==> config.mk <==
export PLATFORM = sky130hd
export DESIGN_NAME = wb_blk_mover_flat
export DESIGN_NICKNAME = d
export VERILOG_FILES = /design/src/rtl/wb_blk_mover_if.sv /design/src/rtl/wb_blk_mover.sv /design/src/flat_wrapper.sv
export SDC_FILE = /design/constraint.sdc
export NUM_CORES = 1
export LEC_CHECK = 0
export CORE_AREA = 2 2 209 160
export DETAILED_ROUTE_END_ITERATION = 6
export DIE_AREA = 0 0 211 162
export HOLD_SLACK_MARGIN = 0.08
export PLACE_DENSITY = 0.76
export SLEW_MARGIN = 5
export SYNTH_ARGS = -nofsm -noshare
export SYNTH_HDL_FRONTEND = slang
export SYNTH_SLANG_ARGS = --single-unit
==> constraint.sdc <==
create_clock -name clk -period 15.8 [get_ports clk]
set_input_delay 2.37 -clock clk [delete_from_list [all_inputs] [get_ports clk]]
set_output_delay 2.37 -clock clk [all_outputs]
set_load 0.1 [all_outputs]
==> src/rtl/wb_blk_mover_if.sv <==
// Wishbone classic bus bundle between the block mover (master) and the memory slave.
interface wb_blk_mover_if;
  logic [31:0] adr;
  logic [31:0] dout;
  logic [31:0] din;
  logic        cyc;
  logic        stb;
  logic        we;
  logic [3:0]  sel;
  logic        ack;
  logic        err;
  logic        rty;

  modport master (
    output adr, dout, cyc, stb, we, sel,
    input  din, ack, err, rty
  );

  modport slave (
    input  adr, dout, cyc, stb, we, sel,
    output din, ack, err, rty
  );
endinterface

==> src/rtl/wb_blk_mover.sv <==
// Wishbone block mover: copies len words from src to dst through a small chunk
// buffer, alternating read bursts and write bursts, with retry/abort handling.
//
// state | meaning
// IDLE  | waiting for start
// RD    | reading a chunk into the buffer (entered with cyc low after a chunk write)
// TURN  | one bus-idle cycle between read and write phases
// WR    | writing the buffered chunk to the destination
// FIN   | completion cycle; done pulses on the way back to IDLE
module wb_blk_mover #(
  parameter int BUF_DEPTH = 4,
  parameter int MAX_RTY   = 8
) (
  input  logic                  clk,
  input  logic                  rst,
  input  logic                  start,
  input  logic [31:0]           src_adr,
  input  logic [31:0]           dst_adr,
  input  logic [15:0]           len,
  output logic                  busy,
  output logic                  done,
  output logic                  error,
  output logic [15:0]           wcnt,
  wb_blk_mover_if.master        bus
);

  localparam int IW = (BUF_DEPTH > 1) ? $clog2(BUF_DEPTH) : 1;
  localparam int CW = $clog2(BUF_DEPTH + 1);
  localparam int RW = (MAX_RTY > 0) ? $clog2(MAX_RTY + 1) : 1;

  typedef enum logic [2:0] {IDLE, RD, TURN, WR, FIN} state_t;

  state_t        state;
  logic [31:0]   src_ptr;
  logic [31:0]   dst_ptr;
  logic [15:0]   rd_rem;
  logic [CW-1:0] rd_idx;
  logic [CW-1:0] wr_idx;
  logic [RW-1:0] rty_cnt;
  logic [31:0]   buffer [BUF_DEPTH];

  logic [CW-1:0] rd_idx_nx;
  logic [CW-1:0] wr_idx_nx;
  logic          rty_over;
  logic          rd_take;

  assign bus.sel   = 4'hf;
  assign rd_idx_nx = rd_idx + 1'b1;
  assign wr_idx_nx = wr_idx + 1'b1;
  assign rty_over  = (rty_cnt >= RW'(MAX_RTY));
  assign rd_take   = (state == RD) && bus.cyc && bus.stb && bus.ack && !bus.err;

  // Buffer needs no reset: a word is only written back after it was read in this chunk.
  always_ff @(posedge clk) begin
    if (rd_take) buffer[rd_idx[IW-1:0]] <= bus.din;
  end

  always_ff @(posedge clk or posedge rst) begin
    if (rst) begin
      state   <= IDLE;
      src_ptr <= '0;
      dst_ptr <= '0;
      rd_rem  <= '0;
      rd_idx  <= '0;
      wr_idx  <= '0;
      rty_cnt <= '0;
      busy    <= 1'b0;
      done    <= 1'b0;
      error   <= 1'b0;
      wcnt    <= '0;
      bus.adr <= '0;
      bus.dout <= '0;
      bus.cyc <= 1'b0;
      bus.stb <= 1'b0;
      bus.we  <= 1'b0;
    end else begin
      done <= 1'b0;
      case (state)
        IDLE: begin
          if (start) begin
            error   <= 1'b0;
            wcnt    <= '0;
            rd_idx  <= '0;
            wr_idx  <= '0;
            rty_cnt <= '0;
            if (len != 16'd0) begin
              src_ptr <= src_adr & 32'hffff_fffc;
              dst_ptr <= dst_adr & 32'hffff_fffc;
              rd_rem  <= len;
              bus.adr <= src_adr & 32'hffff_fffc;
              bus.cyc <= 1'b1;
              bus.stb <= 1'b1;
              bus.we  <= 1'b0;
              busy    <= 1'b1;
              state   <= RD;
            end else begin
              state <= FIN;
            end
          end
        end

        RD: begin
          if (!bus.cyc) begin
            bus.cyc <= 1'b1;
            bus.stb <= 1'b1;
            bus.we  <= 1'b0;
            bus.adr <= src_ptr;
          end else if (!bus.stb) begin
            bus.stb <= 1'b1;
          end else if (bus.err) begin
            bus.cyc <= 1'b0;
            bus.stb <= 1'b0;
            bus.we  <= 1'b0;
            error   <= 1'b1;
            busy    <= 1'b0;
            rd_idx  <= '0;
            state   <= FIN;
          end else if (bus.ack) begin
            src_ptr <= src_ptr + 32'd4;
            rd_idx  <= rd_idx_nx;
            rd_rem  <= rd_rem - 16'd1;
            rty_cnt <= '0;
            if (rd_idx_nx == CW'(BUF_DEPTH) || rd_rem == 16'd1) begin
              bus.cyc <= 1'b0;
              bus.stb <= 1'b0;
              state   <= TURN;
            end else begin
              bus.adr <= src_ptr + 32'd4;
            end
          end else if (bus.rty) begin
            if (rty_over) begin
              bus.cyc <= 1'b0;
              bus.stb <= 1'b0;
              bus.we  <= 1'b0;
              error   <= 1'b1;
              busy    <= 1'b0;
              rd_idx  <= '0;
              state   <= FIN;
            end else begin
              rty_cnt <= rty_cnt + 1'b1;
              bus.stb <= 1'b0;
            end
          end
        end

        TURN: begin
          bus.cyc  <= 1'b1;
          bus.stb  <= 1'b1;
          bus.we   <= 1'b1;
          bus.adr  <= dst_ptr;
          bus.dout <= buffer[0];
          wr_idx   <= '0;
          state    <= WR;
        end

        WR: begin
          if (!bus.stb) begin
            bus.stb <= 1'b1;
          end else if (bus.err) begin
            bus.cyc <= 1'b0;
            bus.stb <= 1'b0;
            bus.we  <= 1'b0;
            error   <= 1'b1;
            busy    <= 1'b0;
            rd_idx  <= '0;
            state   <= FIN;
          end else if (bus.ack) begin
            dst_ptr <= dst_ptr + 32'd4;
            wcnt    <= wcnt + 16'd1;
            wr_idx  <= wr_idx_nx;
            rty_cnt <= '0;
            if (wr_idx_nx == rd_idx) begin
              // Chunk drained: RD is entered with cyc low to give the idle gap.
              bus.cyc <= 1'b0;
              bus.stb <= 1'b0;
              bus.we  <= 1'b0;
              rd_idx  <= '0;
              if (rd_rem != 16'd0) begin
                state <= RD;
              end else begin
                busy  <= 1'b0;
                state <= FIN;
              end
            end else begin
              bus.adr  <= dst_ptr + 32'd4;
              bus.dout <= buffer[wr_idx_nx[IW-1:0]];
            end
          end else if (bus.rty) begin
            if (rty_over) begin
              bus.cyc <= 1'b0;
              bus.stb <= 1'b0;
              bus.we  <= 1'b0;
              error   <= 1'b1;
              busy    <= 1'b0;
              rd_idx  <= '0;
              state   <= FIN;
            end else begin
              rty_cnt <= rty_cnt + 1'b1;
              bus.stb <= 1'b0;
            end
          end
        end

        FIN: begin
          done  <= 1'b1;
          busy  <= 1'b0;
          state <= IDLE;
        end

        default: state <= IDLE;
      endcase
    end
  end

endmodule

==> src/flat_wrapper.sv <==
// flat-port wrapper written by rule: the top's interface ports become plain ports
module wb_blk_mover_flat 
#(
  parameter int BUF_DEPTH = 4,
  parameter int MAX_RTY   = 8
)
  (clk, rst, start, src_adr, dst_adr, len, busy, done, error, wcnt, bus_adr, bus_dout, bus_cyc, bus_stb, bus_we, bus_sel, bus_din, bus_ack, bus_err, bus_rty);
  wb_blk_mover_if bus_i ();
  input  logic clk;
  input  logic rst;
  input  logic start;
  input  logic [31:0] src_adr;
  input  logic [31:0] dst_adr;
  input  logic [15:0] len;
  output logic busy;
  output logic done;
  output logic error;
  output logic [15:0] wcnt;
  output wire logic [$bits(bus_i.adr)-1:0] bus_adr;
  output wire logic [$bits(bus_i.dout)-1:0] bus_dout;
  output wire logic [$bits(bus_i.cyc)-1:0] bus_cyc;
  output wire logic [$bits(bus_i.stb)-1:0] bus_stb;
  output wire logic [$bits(bus_i.we)-1:0] bus_we;
  output wire logic [$bits(bus_i.sel)-1:0] bus_sel;
  input wire logic [$bits(bus_i.din)-1:0] bus_din;
  input wire logic [$bits(bus_i.ack)-1:0] bus_ack;
  input wire logic [$bits(bus_i.err)-1:0] bus_err;
  input wire logic [$bits(bus_i.rty)-1:0] bus_rty;
  assign bus_adr = bus_i.adr;
  assign bus_dout = bus_i.dout;
  assign bus_cyc = bus_i.cyc;
  assign bus_stb = bus_i.stb;
  assign bus_we = bus_i.we;
  assign bus_sel = bus_i.sel;
  assign bus_i.din = bus_din;
  assign bus_i.ack = bus_ack;
  assign bus_i.err = bus_err;
  assign bus_i.rty = bus_rty;
  wb_blk_mover #(.BUF_DEPTH(BUF_DEPTH), .MAX_RTY(MAX_RTY)) u_core (.clk(clk), .rst(rst), .start(start), .src_adr(src_adr), .dst_adr(dst_adr), .len(len), .busy(busy), .done(done), .error(error), .wcnt(wcnt), .bus(bus_i));
endmodule
Word-level counts from Yosys, hierarchy flattened. Memories as Yosys holds them, arrays and structs flattened. Cells that the tools add are included. W data, S select, Z words.

Equal/unequal tests: 28. Reduce and logical (&&, ||, !) cells: 29. Magnitude comparators: 1. Muxes and demuxes: 140. Add/sub/neg operators: 7.

Operators with widths (number): $mux W32 (24); $pmux W32 S2 (3); $mux W16 (10); $pmux W32 S4 (1); $mux W3 (28); $add A32 B3 Y32 const B (2); $pmux W16 S2 (2); $mux W1 (56); $reduce_bool A16 Y1 (2); $mux W4 (7); $reduce_and A7 Y1 (3); $pmux W3 S3 (2); $reduce_and A6 Y1 (3); $add A16 B1 Y16 const B (1); $eq A16 B1 Y1 const B (1); $ne A4 B4 Y1 const B (4); $pmux W1 S4 (4); $sub A16 B1 Y16 const B (1); $ne A3 B3 Y1 const B (5); $reduce_and A5 Y1 (3); $ne A2 B2 Y1 const B (6); $pmux W3 S4 (1); $pmux W4 S3 (1); $reduce_and A11 Y1 (1); other kinds (19) (34).

Output and inout port bits: 90. Memories: 1. Logic and storage cells: 222. Bits in registers: 179. Bits of input ports: 118. RAM bits: 128.

Memories: u_core.buffer (words 4, bits a word 32, rd ports 2, clocked after memory_dff 0, wr ports 1, RTL line wb_blk_mover.sv:40) `logic [31:0] buffer [BUF_DEPTH];`.

Logic depth before layout (Yosys ltp).
Word-level depth: 9. Depth in mapped cells: 10. Gate-level depth less buffers: 8.

Worst setup path after synthesis. Ideal clock, no wire load.

Path kind: input -> register. Start: input bus_err. End: memory u_core.buffer[3][0], enable pin. Buffers on the path: 1. Cell stages on the path: 5. Library setup time: 0.463 ns. Arrival time: 5.395 ns. Required time: 15.337 ns. Slack: 9.941 ns. Path through: nand2b_1 clkbuf_1 nor2_1 a211o_1 nor3_1.

Word-level cells in the longest chain between the ends: 4.

RTL lines: start, declared (RTL line flat_wrapper.sv:27) `input wire logic [$bits(bus_i.err)-1:0] bus_err;`; $logic_not A1 Y1 (RTL line wb_blk_mover.sv:51) `assign rd_take = (state == RD) && bus.cyc && bus.stb && bus.ack && !bus.err;`; $logic_and A1 B1 Y1 (RTL line wb_blk_mover.sv:51); $mux W1 (RTL line wb_blk_mover.sv:55) `if (rd_take) buffer[rd_idx[IW-1:0]] <= bus.din;`; $mux W1 (not written as such) (RTL line wb_blk_mover.sv:55); end, declared (RTL line wb_blk_mover.sv:40).

No other way between the ends.

Final worst setup path.
Start: register u_core.bus.cyc. End: output bus_cyc.

RTL lines: start, declared (RTL line wb_blk_mover_if.sv:15) `output adr, dout, cyc, stb, we, sel,`; start signal, assigned (RTL line wb_blk_mover.sv:73) `bus.cyc <= 1'b0;`; start signal, assigned (RTL line wb_blk_mover.sv:91) `bus.cyc <= 1'b1;`; start signal, assigned (RTL line wb_blk_mover.sv:104) `bus.cyc <= 1'b1;`; end, declared (RTL line flat_wrapper.sv:21) `output wire logic [$bits(bus_i.cyc)-1:0] bus_cyc;`.

No word-level cell between the ends.

==> run_results.csv <==
group,metric,value,unit
run_status,status,"complete, no violations",
final_layout,layout.filler_cells,2646,
critical_path,worst-path-max-fanout,17,
route,detailroute.via_count,13800,
global_route,via_count_of_the_first_global_routing_pass,12900,
critical_path,cp_top_family,"buffers and inverters",
critical_path,crit_type,"register to output port",
pwr,vdd_drop_max,146,uV
critical_path,cp_slowest_cell,"clkdlybuf4s50_1",
timing,timing.setup.tns,0,ns
global_route,grt_antenna_before_repair,1,
timing,final_setup_viols,0,
die,initial_core_util,49.7,%
synthesis,ys.flop_type,"dfrtp_1",
cts,tritoncts.num_buffers,31,
synthesis,synth.yosys.seq_area_share,51.5,%
synthesis,mappedNetlistArea,0.0159,mm2
pwr,static-leakage-power,0.00707,uW
cts,cts.hold.buffers_added,0,
synthesis,synth_edf_count,128,
critical_path,crit_path_cell_trace,"clkdlybuf4s50_1",
cts,cts_tree,"yes",
final_layout,n_antenna_cell,0,
die,row_count,57,
synthesis,postSynthCellCount,1644,
worst_hold_path,worstHoldPathType,"register to register",
synthesis,postSynth.asyncResetShare,57.6,%
global_route,grt_start_max_net_pins,104,
timing,final.setup_skew,0.0130,ns
route,avgRoutedWirePerCell,21.5,um
pwr,pwr_density_cell,229,mW/mm2
global_route,globalRoute.totalOverflow,0,
route,drtIter0Drc,1944,
cts,cts_num_sinks,302,
die,pin_count,208,
placement,final_weighted_congestion_of_routability_driven_global_placement,0.940,
timing,worst_slew_pin_slew,1.14,ns
final_layout,layout-drive-gt1-share,8.42,%
synthesis,yosysWarnings,0,
route,dr.pass1.iters,6,
route,finalWirelength,47.5,mm
final_layout,area_growth,19.9,%
synthesis,yosys_register_bits,302,
global_route,grt_first_pass_wirelength,74.2,mm
cts,postCtsResizedCells,0,
cts,source_to_sink_clock_delay_at_the_later_pin_of_the_worst_skew_pair,0.58,ns
final_layout,finish.net_count,1900,
placement,hpwl,31.6,mm
timing,fin_crit,5.10,ns
critical_path,worst_setup_start_kind,"register",
cts,clk_root_buffer_cell,"clkbuf_16",
timing,clock.fmax,196,MHz
global_route,global_route.usage.total,27.7,%
route,drc_errors,0,
timing,rsz_0062_raised_after_global_routing,"no",
route,avgViaCountPerCell,6.27,
timing,maxSlewHeadroom,23.0,%
synthesis,synth.avg_cell_area,9.67,um2
critical_path,cp.arrival,2.73,ns
cts,htree_levels,1,
die,design.die.area,0.0342,mm2
route,antenna_violating_nets_post_route,0,
timing,maxSlewViolCount,0,
placement,io_buffers,199,
critical_path,max_stage_delay,1.32,ns
die,core_area,0.0320,mm2
cts,cts.path.max_buffers,3,
die,floorplan.die.height,162,um
timing,final.period_utilization,32.3,%
cts,cts_post_setup_buffers_inserted,0,
cts,worst_setup_hold_path_clk_slew,0.06,ns
pwr,total_power,4360,uW
critical_path,timing.critical_path.required,13.43,ns
die,die_w,211,um
synthesis,synth_cell_type_count,87,
job,drv_cap,0,
critical_path,timing.critical_path.to_type,"output port",
critical_path,worst-path-buf-inv,1,
timing,hold_viol_final,0,
==> sequential cells by signal (all words and copies together), names as in the netlist, 3 cells and up <==
signal,cells
u_core.buffer,128
u_core.bus.adr,31
u_core.bus.dout,32
u_core.dst_ptr,30
u_core.rd_idx,3
u_core.rd_rem,16
u_core.rty_cnt,4
u_core.src_ptr,30
u_core.state,3
u_core.wcnt,16
u_core.wr_idx,3
==> where the power goes <==
part	leakage, uW	internal (uW)	switching (uW)
registers	0.00326	1040	245
clock network	0.000485	432	314
logic	0.00333	679	1660
total	0.00707	2150	2220
==> stage by stage <==
stage	hold slack, ns	worst slack [ns]	cells	utilization (%)	instance area, um2
5_1_grt	0.504	10.57	2207	59.6	19100
6_report	0.480	10.70	2207	59.6	19100
4_1_cts	0.484	10.70	2207	59.6	19100
2_1_floorplan	0.450	8.71	1647	-	15900
3_3_place_gp	0.461	10.36	2149	56.4	18100
3_5_place_dp	0.470	10.27	2149	56.4	18100
==> cells by family (layout without fill, tap and decap cells) <==
kind of cell | count (synthesis) | in the layout | synth area share (%)
and+or+nand+nor | 568 | 568 | 17.3
AOI/OAI and AO/OA | 503 | 503 | 19.9
DFF | 302 | 302 | 51.5
buffers and inverters | 166 | 313 | 4.50
xor gates and xnor gates | 46 | 46 | 2.62
muxes | 45 | 45 | 3.14
adders and majority gates | 13 | 13 | 1.02
other | 1 | 4 | 0.0236
==> area by class of cell <==
type | count | area, um2 | share of cell area [%]
multi-input cells | 1179 | 7040 | 36.9
flip-flops and latches | 302 | 8200 | 43.0
clock inverters | 16 | 190 | 0.997
clock buffers | 42 | 827 | 4.34
well taps | 413 | 517 | 2.71
repair buffers | 222 | 2160 | 11.4
inverters | 33 | 129 | 0.676
==> cell usage after synthesis (5+ instances only) <==
library cell  count  area, um2
buf_4             9       67.6
o211ai_1          7       52.6
buf_2            31        155
nor4_1           18        113
nand2b_1         13       81.3
mux2_2           39        439
o22a_1           11       96.3
a22oi_1          12       90.1
nor2_1          135        507
nor3_1           31        155
o31ai_1           7       52.6
a31oi_1          18        113
a21oi_1         105        526
a211o_1           5       43.8
o21a_1            9       67.6
a221oi_1          5       43.8
edfxtp_1        128       3840
o21ai_0         173        866
nand3_1          56        280
a32oi_1           5       43.8
o31ai_2          10        125
a2bb2oi_1         9       78.8
xor2_1           18        158
and3_1           22        138
nand4b_1          5       43.8
clkbuf_1         68        255
inv_1            33        124
nand4_1          25        156
o221ai_1          5       43.8
o22ai_1          57        357
dfrtp_1         174       4350
a311oi_1          5       43.8
a211oi_1         12       90.1
buf_1            19       71.3
ha_1             13        163
and2_1            9       56.3
and4_1            9       78.8
mux2i_1           6       60.1
xnor2_1          27        236
a22o_1           10       87.6
nand2_1         203        762
==> per-layer routing <==
layer  share of wire [%]  track usage (%)
met5                   0                0
met4                 2.4             6.82
met3                  13             8.31
met2                  41             38.7
met1                  44             42.0
==> path summary, 6_finish.rpt <==
| path | slack, ns | depth (start not counted) | startpoint | to |
|---|---|---|---|---|
| min | 0.48 | 2 | u_core.bus.dout[31] | u_core.bus.dout[31] |
| max reg2reg | 12.04 | 7 | u_core.state[0] | u_core.buffer[0][4] |
| max in group asynchronous | 12.23 | 3 | rst | u_core.bus.adr[27] |
| min reg2reg | 0.48 | 2 | u_core.bus.dout[31] | u_core.bus.dout[31] |
| max | 10.70 | 1 | u_core.bus.cyc | bus_cyc |
| min in group asynchronous | 2.29 | 2 | rst | u_core.bus.dout[15] |
==> placed cells by master, fill, tap and decap left out, types with 6 or more instances in the layout <==
master and n:
a211oi_1 11, a21oi_1 103, a22o_1 10, a22oi_1 12, a2bb2oi_1 9, a31oi_1 18, and2_1 9, and3_1 22
and4_1 9, buf_4 23, clkbuf_1 10, clkbuf_16 31, clkdlybuf4s50_1 199, dfrtp_1 174, edfxtp_1 128, ha_1 13
inv_1 32, mux2_2 39, mux2i_1 6, nand2_1 203, nand2b_1 13, nand3_1 56, nand4_1 25, nor2_1 134
nor3_1 30, nor4_1 18, o211ai_1 7, o21a_1 9, o21ai_0 173, o22a_1 11, o22ai_1 57, o31ai_1 7
o31ai_2 10, xnor2_1 27, xor2_1 18
(Power assumes the default switching activity.)
